`src/rtl/pci_target_addr_decoder_pkg.sv`:
```
`default_nettype none
// ============================================================================
// Module      : pci_target_addr_decoder_pkg
// Description : Shared constants and types for the PCI target address
//               decoder: command codes, FSM state encoding, DWORD step.
// Revision    : 1.0 - initial release
// ============================================================================
package pci_target_addr_decoder_pkg;

  // PCI bus commands claimed by this target
  localparam logic [3:0] CMD_MEM_READ  = 4'b0110;
  localparam logic [3:0] CMD_MEM_WRITE = 4'b0111;

  // Local address step per completed data phase, in bytes
  localparam int unsigned DWORD_INC = 4;

  // Decoder FSM states
  typedef enum logic [1:0] {
    IDLE   = 2'd0,
    DATA   = 2'd1,
    IGNORE = 2'd2
  } state_t;

  // True for the two memory commands this target responds to
  function automatic logic is_mem_cmd(input logic [3:0] cmd);
    return (cmd == CMD_MEM_READ) || (cmd == CMD_MEM_WRITE);
  endfunction

endpackage
`default_nettype wire

```
`src/rtl/pci_target_addr_decoder_if.sv`:
```
`default_nettype none
// ============================================================================
// Module      : pci_target_addr_decoder_if
// Description : PCI-side bus signals (active-high) plus the decoded local
//               outputs. master = bus/backend side, slave = decoder.
// Revision    : 1.0 - initial release
// ============================================================================
interface pci_target_addr_decoder_if #(
  parameter int NUM_BARS = 2,
  parameter int LOCAL_AW = 5
) ();

  logic [31:0]         AD;
  logic [3:0]          C_BE;
  logic                FRAME;
  logic                IRDY;
  logic                TRDY;
  logic                ADDRESS_valid;
  logic [LOCAL_AW-1:0] localAddress;
  logic [NUM_BARS-1:0] BAR_hit;
  logic                IS_WRITE;
  logic                STOP_req;

  modport master (
    output AD, C_BE, FRAME, IRDY, TRDY,
    input  ADDRESS_valid, localAddress, BAR_hit, IS_WRITE, STOP_req
  );

  modport slave (
    input  AD, C_BE, FRAME, IRDY, TRDY,
    output ADDRESS_valid, localAddress, BAR_hit, IS_WRITE, STOP_req
  );

endinterface
`default_nettype wire

```
`src/rtl/pci_target_addr_decoder_bar_match.sv`:
```
`default_nettype none
// ============================================================================
// Module      : pci_bar_match
// Description : Combinational BAR comparator. Compares the upper address
//               bits against every base window, qualifies with a memory
//               command and priority-encodes to a one-hot hit (lowest index
//               wins when windows overlap).
// Revision    : 1.0 - initial release
// ============================================================================
module pci_bar_match
  import pci_target_addr_decoder_pkg::*;
#(
  parameter int                    NUM_BARS = 2,
  parameter int                    LOCAL_AW = 5,
  parameter logic [NUM_BARS*32-1:0] BAR_BASE = {32'h00000800, 32'h00000400}
) (
  input  logic [31:LOCAL_AW]   addr_hi,
  input  logic [3:0]           cmd,
  output logic [NUM_BARS-1:0]  hit_onehot,
  output logic                 hit
);

  logic [NUM_BARS-1:0] bar_match;

  // One comparator per window on the bits above the window size
  for (genvar i = 0; i < NUM_BARS; i++) begin : g_bar
    assign bar_match[i] = (addr_hi == BAR_BASE[32*i+LOCAL_AW +: 32-LOCAL_AW]);
  end

  // Priority encode: the lowest matching index claims the transaction
  always_comb begin
    hit_onehot = '0;
    hit        = 1'b0;
    if (is_mem_cmd(cmd)) begin
      for (int i = 0; i < NUM_BARS; i++) begin
        if (bar_match[i] && !hit) begin
          hit_onehot[i] = 1'b1;
          hit           = 1'b1;
        end
      end
    end
  end

endmodule
`default_nettype wire

```
`src/rtl/pci_target_addr_decoder.sv`:
```
`default_nettype none
// ============================================================================
// Module      : pci_target_addr_decoder
// Description : Registered PCI target address decoder with NUM_BARS memory
//               windows. Samples AD/C_BE on the address phase, claims hits,
//               and presents a local byte offset that advances one DWORD per
//               completed data phase.
//               Optional feature macro: PCI_ADDR_DEC_BURST_EN
//                 defined   - linear burst increment with window-end STOP_req
//                 undefined - fixed local address, STOP_req after the first
//                             transfer of every claimed transaction
// Revision    : 1.0 - initial release
// ============================================================================
module pci_target_addr_decoder
  import pci_target_addr_decoder_pkg::*;
#(
  parameter int                     NUM_BARS = 2,
  parameter int                     LOCAL_AW = 5,
  parameter logic [NUM_BARS*32-1:0] BAR_BASE = {32'h00000800, 32'h00000400}
) (
  input  logic                       CLK,
  input  logic                       RST,
  pci_target_addr_decoder_if.slave   bus
);

  state_t              state, state_n;
  logic                frame_q;
  logic                valid_q, valid_n;
  logic [LOCAL_AW-1:0] addr_q, addr_n;
  logic [NUM_BARS-1:0] hit_q, hit_n;
  logic                write_q, write_n;
  logic                stop_q, stop_n;

  logic                addr_phase;
  logic [NUM_BARS-1:0] match_onehot;
  logic                match_hit;

`ifdef PCI_ADDR_DEC_BURST_EN
  // Burst is disabled for a transaction whose start address is not DWORD aligned
  logic                no_burst_q, no_burst_n;
  logic [LOCAL_AW:0]   addr_sum;
  assign addr_sum = {1'b0, addr_q} + (LOCAL_AW+1)'(DWORD_INC);
`endif

  pci_bar_match #(
    .NUM_BARS (NUM_BARS),
    .LOCAL_AW (LOCAL_AW),
    .BAR_BASE (BAR_BASE)
  ) u_bar_match (
    .addr_hi    (bus.AD[31:LOCAL_AW]),
    .cmd        (bus.C_BE),
    .hit_onehot (match_onehot),
    .hit        (match_hit)
  );

  // Address phase is the FRAME rising edge seen while idle
  assign addr_phase = (state == IDLE) && bus.FRAME && !frame_q;

  // State and output registers with synchronous reset
  always_ff @(posedge CLK) begin
    if (RST) begin
      state      <= IDLE;
      frame_q    <= 1'b0;
      valid_q    <= 1'b0;
      addr_q     <= '0;
      hit_q      <= '0;
      write_q    <= 1'b0;
      stop_q     <= 1'b0;
`ifdef PCI_ADDR_DEC_BURST_EN
      no_burst_q <= 1'b0;
`endif
    end else begin
      state      <= state_n;
      frame_q    <= bus.FRAME;
      valid_q    <= valid_n;
      addr_q     <= addr_n;
      hit_q      <= hit_n;
      write_q    <= write_n;
      stop_q     <= stop_n;
`ifdef PCI_ADDR_DEC_BURST_EN
      no_burst_q <= no_burst_n;
`endif
    end
  end

  // Next-state and next-output decode; everything holds unless changed below
  always_comb begin
    state_n    = state;
    valid_n    = valid_q;
    addr_n     = addr_q;
    hit_n      = hit_q;
    write_n    = write_q;
    stop_n     = stop_q;
`ifdef PCI_ADDR_DEC_BURST_EN
    no_burst_n = no_burst_q;
`endif

    case (state)
      IDLE: begin
        if (addr_phase) begin
          if (match_hit) begin
            state_n    = DATA;
            valid_n    = 1'b1;
            addr_n     = bus.AD[LOCAL_AW-1:0];
            hit_n      = match_onehot;
            write_n    = bus.C_BE[0];
            stop_n     = 1'b0;
`ifdef PCI_ADDR_DEC_BURST_EN
            no_burst_n = (bus.AD[1:0] != 2'b00);
`endif
          end else begin
            state_n = IGNORE;
          end
        end
      end

      IGNORE: begin
        if (!bus.FRAME && !bus.IRDY) begin
          state_n = IDLE;
        end
      end

      DATA: begin
        if (bus.IRDY && bus.TRDY) begin
          if (!bus.FRAME) begin
            // Last data phase: release the claim
            state_n    = IDLE;
            valid_n    = 1'b0;
            addr_n     = '0;
            hit_n      = '0;
            write_n    = 1'b0;
            stop_n     = 1'b0;
`ifdef PCI_ADDR_DEC_BURST_EN
            no_burst_n = 1'b0;
`endif
          end else begin
`ifdef PCI_ADDR_DEC_BURST_EN
            // Once disconnect is requested the address is frozen
            if (stop_q || no_burst_q || addr_sum[LOCAL_AW]) begin
              stop_n = 1'b1;
            end else begin
              addr_n = addr_sum[LOCAL_AW-1:0];
            end
`else
            stop_n = 1'b1;
`endif
          end
        end
      end

      default: begin
        state_n = IDLE;
      end
    endcase
  end

  assign bus.ADDRESS_valid = valid_q;
  assign bus.localAddress  = addr_q;
  assign bus.BAR_hit       = hit_q;
  assign bus.IS_WRITE      = write_q;
  assign bus.STOP_req      = stop_q;

endmodule
`default_nettype wire

```
`src/flat_wrapper.sv`:
```
// flat-port wrapper written by rule: the top's interface ports become plain ports
module pci_target_addr_decoder_flat import pci_target_addr_decoder_pkg::*;
#(
  parameter int                     NUM_BARS = 2,
  parameter int                     LOCAL_AW = 5,
  parameter logic [NUM_BARS*32-1:0] BAR_BASE = {32'h00000800, 32'h00000400}
)
  (CLK, RST, bus_AD, bus_C_BE, bus_FRAME, bus_IRDY, bus_TRDY, bus_ADDRESS_valid, bus_localAddress, bus_BAR_hit, bus_IS_WRITE, bus_STOP_req);
  pci_target_addr_decoder_if #(.NUM_BARS(NUM_BARS), .LOCAL_AW(LOCAL_AW)) bus_i ();
  input  logic CLK;
  input  logic RST;
  input wire logic [$bits(bus_i.AD)-1:0] bus_AD;
  input wire logic [$bits(bus_i.C_BE)-1:0] bus_C_BE;
  input wire logic [$bits(bus_i.FRAME)-1:0] bus_FRAME;
  input wire logic [$bits(bus_i.IRDY)-1:0] bus_IRDY;
  input wire logic [$bits(bus_i.TRDY)-1:0] bus_TRDY;
  output wire logic [$bits(bus_i.ADDRESS_valid)-1:0] bus_ADDRESS_valid;
  output wire logic [$bits(bus_i.localAddress)-1:0] bus_localAddress;
  output wire logic [$bits(bus_i.BAR_hit)-1:0] bus_BAR_hit;
  output wire logic [$bits(bus_i.IS_WRITE)-1:0] bus_IS_WRITE;
  output wire logic [$bits(bus_i.STOP_req)-1:0] bus_STOP_req;
  assign bus_i.AD = bus_AD;
  assign bus_i.C_BE = bus_C_BE;
  assign bus_i.FRAME = bus_FRAME;
  assign bus_i.IRDY = bus_IRDY;
  assign bus_i.TRDY = bus_TRDY;
  assign bus_ADDRESS_valid = bus_i.ADDRESS_valid;
  assign bus_localAddress = bus_i.localAddress;
  assign bus_BAR_hit = bus_i.BAR_hit;
  assign bus_IS_WRITE = bus_i.IS_WRITE;
  assign bus_STOP_req = bus_i.STOP_req;
  pci_target_addr_decoder #(.NUM_BARS(NUM_BARS), .LOCAL_AW(LOCAL_AW), .BAR_BASE(BAR_BASE)) u_core (.CLK(CLK), .RST(RST), .bus(bus_i));
endmodule
```
`config.mk`:
```
export PLATFORM = sky130hd
export DESIGN_NAME = pci_target_addr_decoder_flat
export DESIGN_NICKNAME = d
export VERILOG_FILES = /design/src/rtl/pci_target_addr_decoder_pkg.sv /design/src/rtl/pci_target_addr_decoder_if.sv /design/src/rtl/pci_target_addr_decoder_bar_match.sv /design/src/rtl/pci_target_addr_decoder.sv /design/src/flat_wrapper.sv
export SDC_FILE = /design/constraint.sdc
export NUM_CORES = 1
export LEC_CHECK = 0
export ABC_AREA = 1
export CAP_MARGIN = 0
export CORE_ASPECT_RATIO = 0.8
export CORE_MARGIN = 4
export CORE_UTILIZATION = 36
export CTS_CLUSTER_DIAMETER = 30
export DETAILED_ROUTE_END_ITERATION = 12
export PLACE_DENSITY = 0.86
export SYNTH_ARGS = -nofsm -noshare
export SYNTH_HDL_FRONTEND = slang
export SYNTH_SLANG_ARGS = --single-unit
```
`constraint.sdc`:
```
create_clock -name CLK -period 1.48 [get_ports CLK]
set_input_delay 0.296 -clock CLK [delete_from_list [all_inputs] [get_ports CLK]]
set_output_delay 0.296 -clock CLK [all_outputs]
set_load 0.03 [all_outputs]
```
After elaboration in Yosys (flattened, before gate mapping)
Cells that the tools add are included.
Storage, ports and cells
  register bits after elaboration: 13
  latch bits: 0
  bits in writable memories: 0
  memory bits (read-only): 0
  output and inout bits: 10
  word-level logic and storage cells: 66
  memories kept: 0
Operators by class
  $add $sub $neg: 0
  multiply operators: 0
  divide/modulo/power cells: 0
  magnitude comparators: 0
  eq/ne operators: 11
  shift-type cells: 0
  mux-type cells: 33
  bitwise operators: 0
  reduce and logical (&&, ||, !) cells: 15
Operators with widths (count)
  $eq A27 B6 Y1 const B: 1
  $eq A27 B7 Y1 const B: 1
  $mux W5: 4
  $mux W2: 8
  $mux W1: 15
  $pmux W5 S2: 1
  $eq A4 B3 Y1 const B: 2
  $ne A2 B1 Y1 const B: 4
  $reduce_and A4 Y1: 2
  $pmux W1 S2: 3
  $pmux W2 S3: 1
  $logic_and A1 B1 Y1: 5
  $reduce_and A5 Y1: 1
  $logic_not A1 Y1: 4
  $pmux W2 S2: 1
  $eq A2 B1 Y1 const B: 1
  $eq A2 B2 Y1 const B: 1
  $logic_not A2 Y1: 1
  $ne A2 B2 Y1 const B: 1
  $reduce_bool A2 Y1: 1
  $logic_or A1 B1 Y1: 1

Depth between registers and ports, before layout
Gate-level depths: netlist of the first run.
  word-level depth: 10
  depth in mapped cells: 13
  depth with buffers taken out: 13

Cells and area by module
Synthesis of the first run repeated with hierarchy kept, for this count alone.
Unflattened totals
  cells, all modules: 127
  area, all modules: 748.2 µm²
By module, submodules not included
  pci_target_addr_decoder: instances 1, cells an instance 69, area each 524.3 µm²
  pci_bar_match: instances 1, cells an instance 58, area each 224.0 µm²

Worst setup path after synthesis of the first run
Ideal clock, no wire load.
  path kind: input -> register
  from: input bus_AD[5]
  to: register u_core.write_q (netlist: u_core.bus.IS_WRITE)
  arrival: 1.171 ns
  required time: 1.367 ns
  slack: 0.196 ns
  stages on the path: 12
  cells stage by stage: inv_1 -> nand2_1 -> nor2_2 -> nand2_1 -> nor2_1 -> nand2_1 -> nand2_2 -> nand2_2 -> nand2_4 -> nand3_4 -> nand3_1 -> nand2_1
Between the ends
  cells in the longest elaborated chain, start to end: 9
Ends and longest elaborated chain
  from (decl): line flat_wrapper.sv:12  | input wire logic [$bits(bus_i.AD)-1:0] bus_AD;
  $eq A27 B6 Y1: line pci_target_addr_decoder_bar_match.sv:27  | assign bar_match[i] = (addr_hi == BAR_BASE[32*i+LOCAL_AW +: 32-LOCAL_AW]);
  $mux W1: line pci_target_addr_decoder_bar_match.sv:36  | if (bar_match[i] && !hit) begin
  $mux W1: line pci_target_addr_decoder_bar_match.sv:34  | if (is_mem_cmd(cmd)) begin
  $logic_not A1 Y1: line pci_target_addr_decoder_bar_match.sv:36
  $logic_and A1 B1 Y1: line pci_target_addr_decoder_bar_match.sv:36
  $mux W1 *: line pci_target_addr_decoder_bar_match.sv:36
  $mux W1 *: line pci_target_addr_decoder_bar_match.sv:34
  $ne A2 B1 Y1 (no source line) *
  $reduce_and A5 Y1 (no source line) *
  to (signal assigned): line pci_target_addr_decoder.sv:78  | write_q <= write_n;
  to (decl): line pci_target_addr_decoder.sv:31  | logic write_q, write_n;
Every way passes the cells marked *; elsewhere a longest branch is shown, timed or not. The select of a mux whose other input is x is not followed.
A chain may end at the register's enable or synchronous reset.

Worst setup path in the final report of the first run
  from: input bus_C_BE[1]
  to: register u_core.addr_q[1] (netlist: u_core.bus.localAddress[1])
Between the ends
  cells in the longest elaborated chain, start to end: 5
Ends and longest elaborated chain
  from (decl): line flat_wrapper.sv:13  | input wire logic [$bits(bus_i.C_BE)-1:0] bus_C_BE;
  $eq A4 B3 Y1: line pci_target_addr_decoder_pkg.sv:26  | return (cmd == CMD_MEM_READ) || (cmd == CMD_MEM_WRITE);
  $logic_or A1 B1 Y1 *: line pci_target_addr_decoder_pkg.sv:26
  $mux W1 *: line pci_target_addr_decoder_bar_match.sv:34
  $ne A2 B1 Y1 (no source line) *
  $reduce_and A5 Y1 (no source line) *
  to (signal assigned): line pci_target_addr_decoder.sv:76  | addr_q <= addr_n;
  to (decl): line pci_target_addr_decoder.sv:29  | logic [LOCAL_AW-1:0] addr_q, addr_n;
Every way passes the cells marked *; elsewhere a longest branch is shown, timed or not.

==> run_results.csv, run 1 <==
group,metric,value,unit
clock_tree,clk_latency,270,ps
logic_synthesis,syn_nets,174,
worst_setup_path,startpoint_type,"input pin",
job,maxCapViolCount,0,
place,portBuffers,50,
power_and_ir_drop,p_int,902.2,uW
final_layout,fin_cells,225,
grt,grt_overflow,0,
logic_synthesis,synth_cell_types,22,
final_layout,drive_gt1_share,30.50,%
grt,grt_pass1_wl,4029,um
worst_setup_path,crit_top_cell,"nand2_1",
logic_synthesis,ys_ff_latch,13,
power_and_ir_drop,swShare,42.13,%
detailed_routing,vias,1040,
hold_path,hp-class,"input pin to flop",
sta,fin_worst_skew,6.034,ps
sta,hold_viol,0,
die,core,2177,um2
sta,tightest_slew,343.1,ps
final_layout,synthToLayoutAreaGrowth,88.47,%
detailed_routing,drc_errors,0,
worst_setup_path,critPathSlowestCell,"clkdlybuf4s50_1",
outcome,status,"finished, final reports clean",
die,fp.dieH,50.81,um
place,gp_congestion,0.7424,
die,die_w,61.51,um
power_and_ir_drop,ir_drop,0.0007618,V
logic_synthesis,yosysMostFrequentCell,"nand2_1",
detailed_routing,drt_iter0_markers,40,
worst_setup_path,cp_top_family,"simple AND/OR/NAND/NOR gates",
clock_tree,cts_made_buffers,3,
die,rows,15,
logic_synthesis,avgSynthCellArea,6.200,um2
power_and_ir_drop,p_per_area,1003,nW/um2
detailed_routing,antenna_left,0,
place,dp.cells,216,
worst_setup_path,arrival,1620,ps
worst_setup_path,cp_max_fo,4,
place,hpwl,2000,um
logic_synthesis,yosysTopAreaCellShare,31.56,%
detailed_routing,viasPerCell,4.622,
worst_setup_path,critical_path.cell_chain,"clkdlybuf4s50_1, nand2_1, nor2_1, nand3_4, nor2_4, buf_6, nand3_2, nand2_1",
sta,fin_setup_tns,0,ps
logic_synthesis,synth.area.top_cells,"dfxtp_1 (32%), nand2_1 (17%), inv_1 (11%)",
grt,antenna_found_initial,0,
logic_synthesis,yosysSeqAreaShare,31.56,%
clock_tree,clk_pin_slew_worst_paths,80,ps
die,ios,51,
power_and_ir_drop,p_sw,656.8,uW
logic_synthesis,synth_area,824.5,um2
detailed_routing,dr.max_layer_used,"met4",
worst_setup_path,crit_path_max_incr_delay,450,ps
worst_setup_path,end_kind,"flop",
detailed_routing,wl_met2,1491,um
worst_setup_path,crit_buf_inv,2,
worst_setup_path,cp.required,1690,ps
detailed_routing,wl_met3,162,um
power_and_ir_drop,power.share.sequential,29.7,%
logic_synthesis,yosysTopAreaCell,"dfxtp_1",
sta,final.min_clock_period,1404,ps
logic_synthesis,yosys-top-cells-count,"nand2_1 (37), inv_1 (24), nor2_1 (15)",
grt,grt_max_degree,9,
die,start_util,37.87,%
clock_tree,clock-sinks,13,
detailed_routing,drtPass1Iterations,4,
final_layout,antenna_cells,0,
grt,grt_pass1_vias,1048,
clock_tree,htree_levels,1,
logic_synthesis,synth-async-reset-ratio,0,%
power_and_ir_drop,power_frac_comb,56.7,%
sta,final-setup-viol-count,0,
detailed_routing,finalWirelength,2705,um
detailed_routing,m1WireLength,1027,um
logic_synthesis,synth-edff-count,0,
die,dieArea,3125,um2
detailed_routing,wl_per_cell,12.02,um
logic_synthesis,synthFlopType,"dfxtp_1",
logic_synthesis,yosysWarnings,0,
sta,max_slew_margin,77.22,%
power_and_ir_drop,leakagePower,0.0008169,uW
worst_setup_path,crit_type,"input pin to flop",
sta,period_share,94.90,%
final_layout,num-nets-final,242,
clock_tree,clk_path_buf_depth,2,
clock_tree,cts_root_buf,"clkbuf_4",
grt,grtUsageTotal,16.99,%
clock_tree,hold_buffers,0,
sta,clock.fmax,712.0,MHz
clock_tree,cts_tree,"yes",
sta,final-max-slew-violation-count,0,
logic_synthesis,syn_inst,133,
power_and_ir_drop,clkPwrFrac,13.6,%
[stage by stage]
| stage | power (uW) | utilization (%) | cell area [um2] | hold WS, ps | setup slack, ps |
|---|---|---|---|---|---|
| 6_report | 1559 | 71.38 | 1554 | 424.2 | 75.55 |
| 3_5_place_dp | 1286 | 65.17 | 1419 | 459.7 | -393.9 |
| 5_1_grt | 1669 | 71.38 | 1554 | 428.2 | -21.75 |
| 3_3_place_gp | 1249 | 65.17 | 1419 | 455.6 | -324.8 |
| 2_1_floorplan | 929.0 | - | 824.5 | 368.4 | 196.2 |
| 4_1_cts | 1487 | 66.49 | 1448 | 467.7 | 13.44 |
[cell usage in the layout (no fill, tap or decap), types with 2 or more instances in the layout]
master and instances:
a21oi_1 3, nand4_1 2, nor2_1 8, clkdlybuf4s50_1 12, nand2_2 13, nor2_4 4, dfxtp_1 13, nor2_2 9
dlygate4sd2_1 15, inv_1 24, dlymetal6s2s_1 5, nand3_4 3, clkdlybuf4s15_1 14, nand3_2 3, nand3_1 11, clkbuf_2 4
buf_4 12, clkbuf_4 3, inv_2 4, nand2_1 27
[power groups by stage]
stage | sequential, uW | clock (uW) | combinational (uW)
2_1_floorplan | 526 | 0 | 403
3_3_place_gp | 464 | 0 | 785
3_5_place_dp | 468 | 0 | 818
4_1_cts | 460 | 216 | 811
5_1_grt | 471 | 237 | 961
6_report | 463 | 212 | 883
[tightest hold or removal path: stages]
cell and delay, ps:
dlymetal6s2s_1 140, inv_2 70, buf_4 110, nor2_1 30
[per-layer routing]
layer	vias up	track usage, %
li1	537	-
met1	463	17.93
met2	38	31.88
met3	2	5.141
met4	0	3.887
met5	-	0
[cells by family (layout without fill, tap and decap cells)]
family	after synthesis	after routing	share of synthesized area [%]
AO/OA/AOI/OAI	6	6	4.400
buffers and inverters	31	97	14.26
flip-flops	13	13	31.56
AND/OR/NAND/NOR	83	84	49.77
[worst paths after layout]
kind                         startpoint                    endpoint  depth (start not counted)  slack, ps
max                         bus_C_BE[1]  u_core.bus.localAddress[1]                          8         80
min                           bus_FRAME              u_core.frame_q                          4        420
max reg2reg             u_core.state[1]  u_core.bus.localAddress[1]                          7         90
min reg2reg  u_core.bus.localAddress[2]  u_core.bus.localAddress[2]                          2        470
[final cells by class]
cell class              count  area (um2)
repair buffers             63       575.6
well taps                  25       31.28
flip-flops and latches     13       260.3
inverters                  30       115.1
multi-input cells          90       545.5
fillers                   166       623.1
clock buffers               4       26.28
[sequential cells by signal (all words and copies together) (netlist names)]
name / flops
u_core.bus.ADDRESS_valid: 1
u_core.state: 2
u_core.frame_q: 1
u_core.bus.BAR_hit: 2
u_core.bus.IS_WRITE: 1
u_core.bus.localAddress: 5
u_core.bus.STOP_req: 1
[repair_timing]
item | 4_1_cts | 5_1_grt
cloned | 1 | 0
buffers inserted | 3 | 1
pin swaps | 20 | 36
setup endpoints to repair | 20 | 11
gates resized for setup | 36 | 52
(Power assumes the default switching activity.)
==> inputs of run 2 (changes only) <==
--- a/config.mk
+++ b/config.mk
@@ -6,11 +6,9 @@
 export NUM_CORES = 1
 export LEC_CHECK = 0
 export ABC_AREA = 1
-export CAP_MARGIN = 0
 export CORE_ASPECT_RATIO = 0.8
 export CORE_MARGIN = 4
 export CORE_UTILIZATION = 36
-export CTS_CLUSTER_DIAMETER = 30
 export DETAILED_ROUTE_END_ITERATION = 12
 export PLACE_DENSITY = 0.86
 export SYNTH_ARGS = -nofsm -noshare
==> results of run 2 <==
The final DEF is identical to that of run 1; final timing and power are the same.
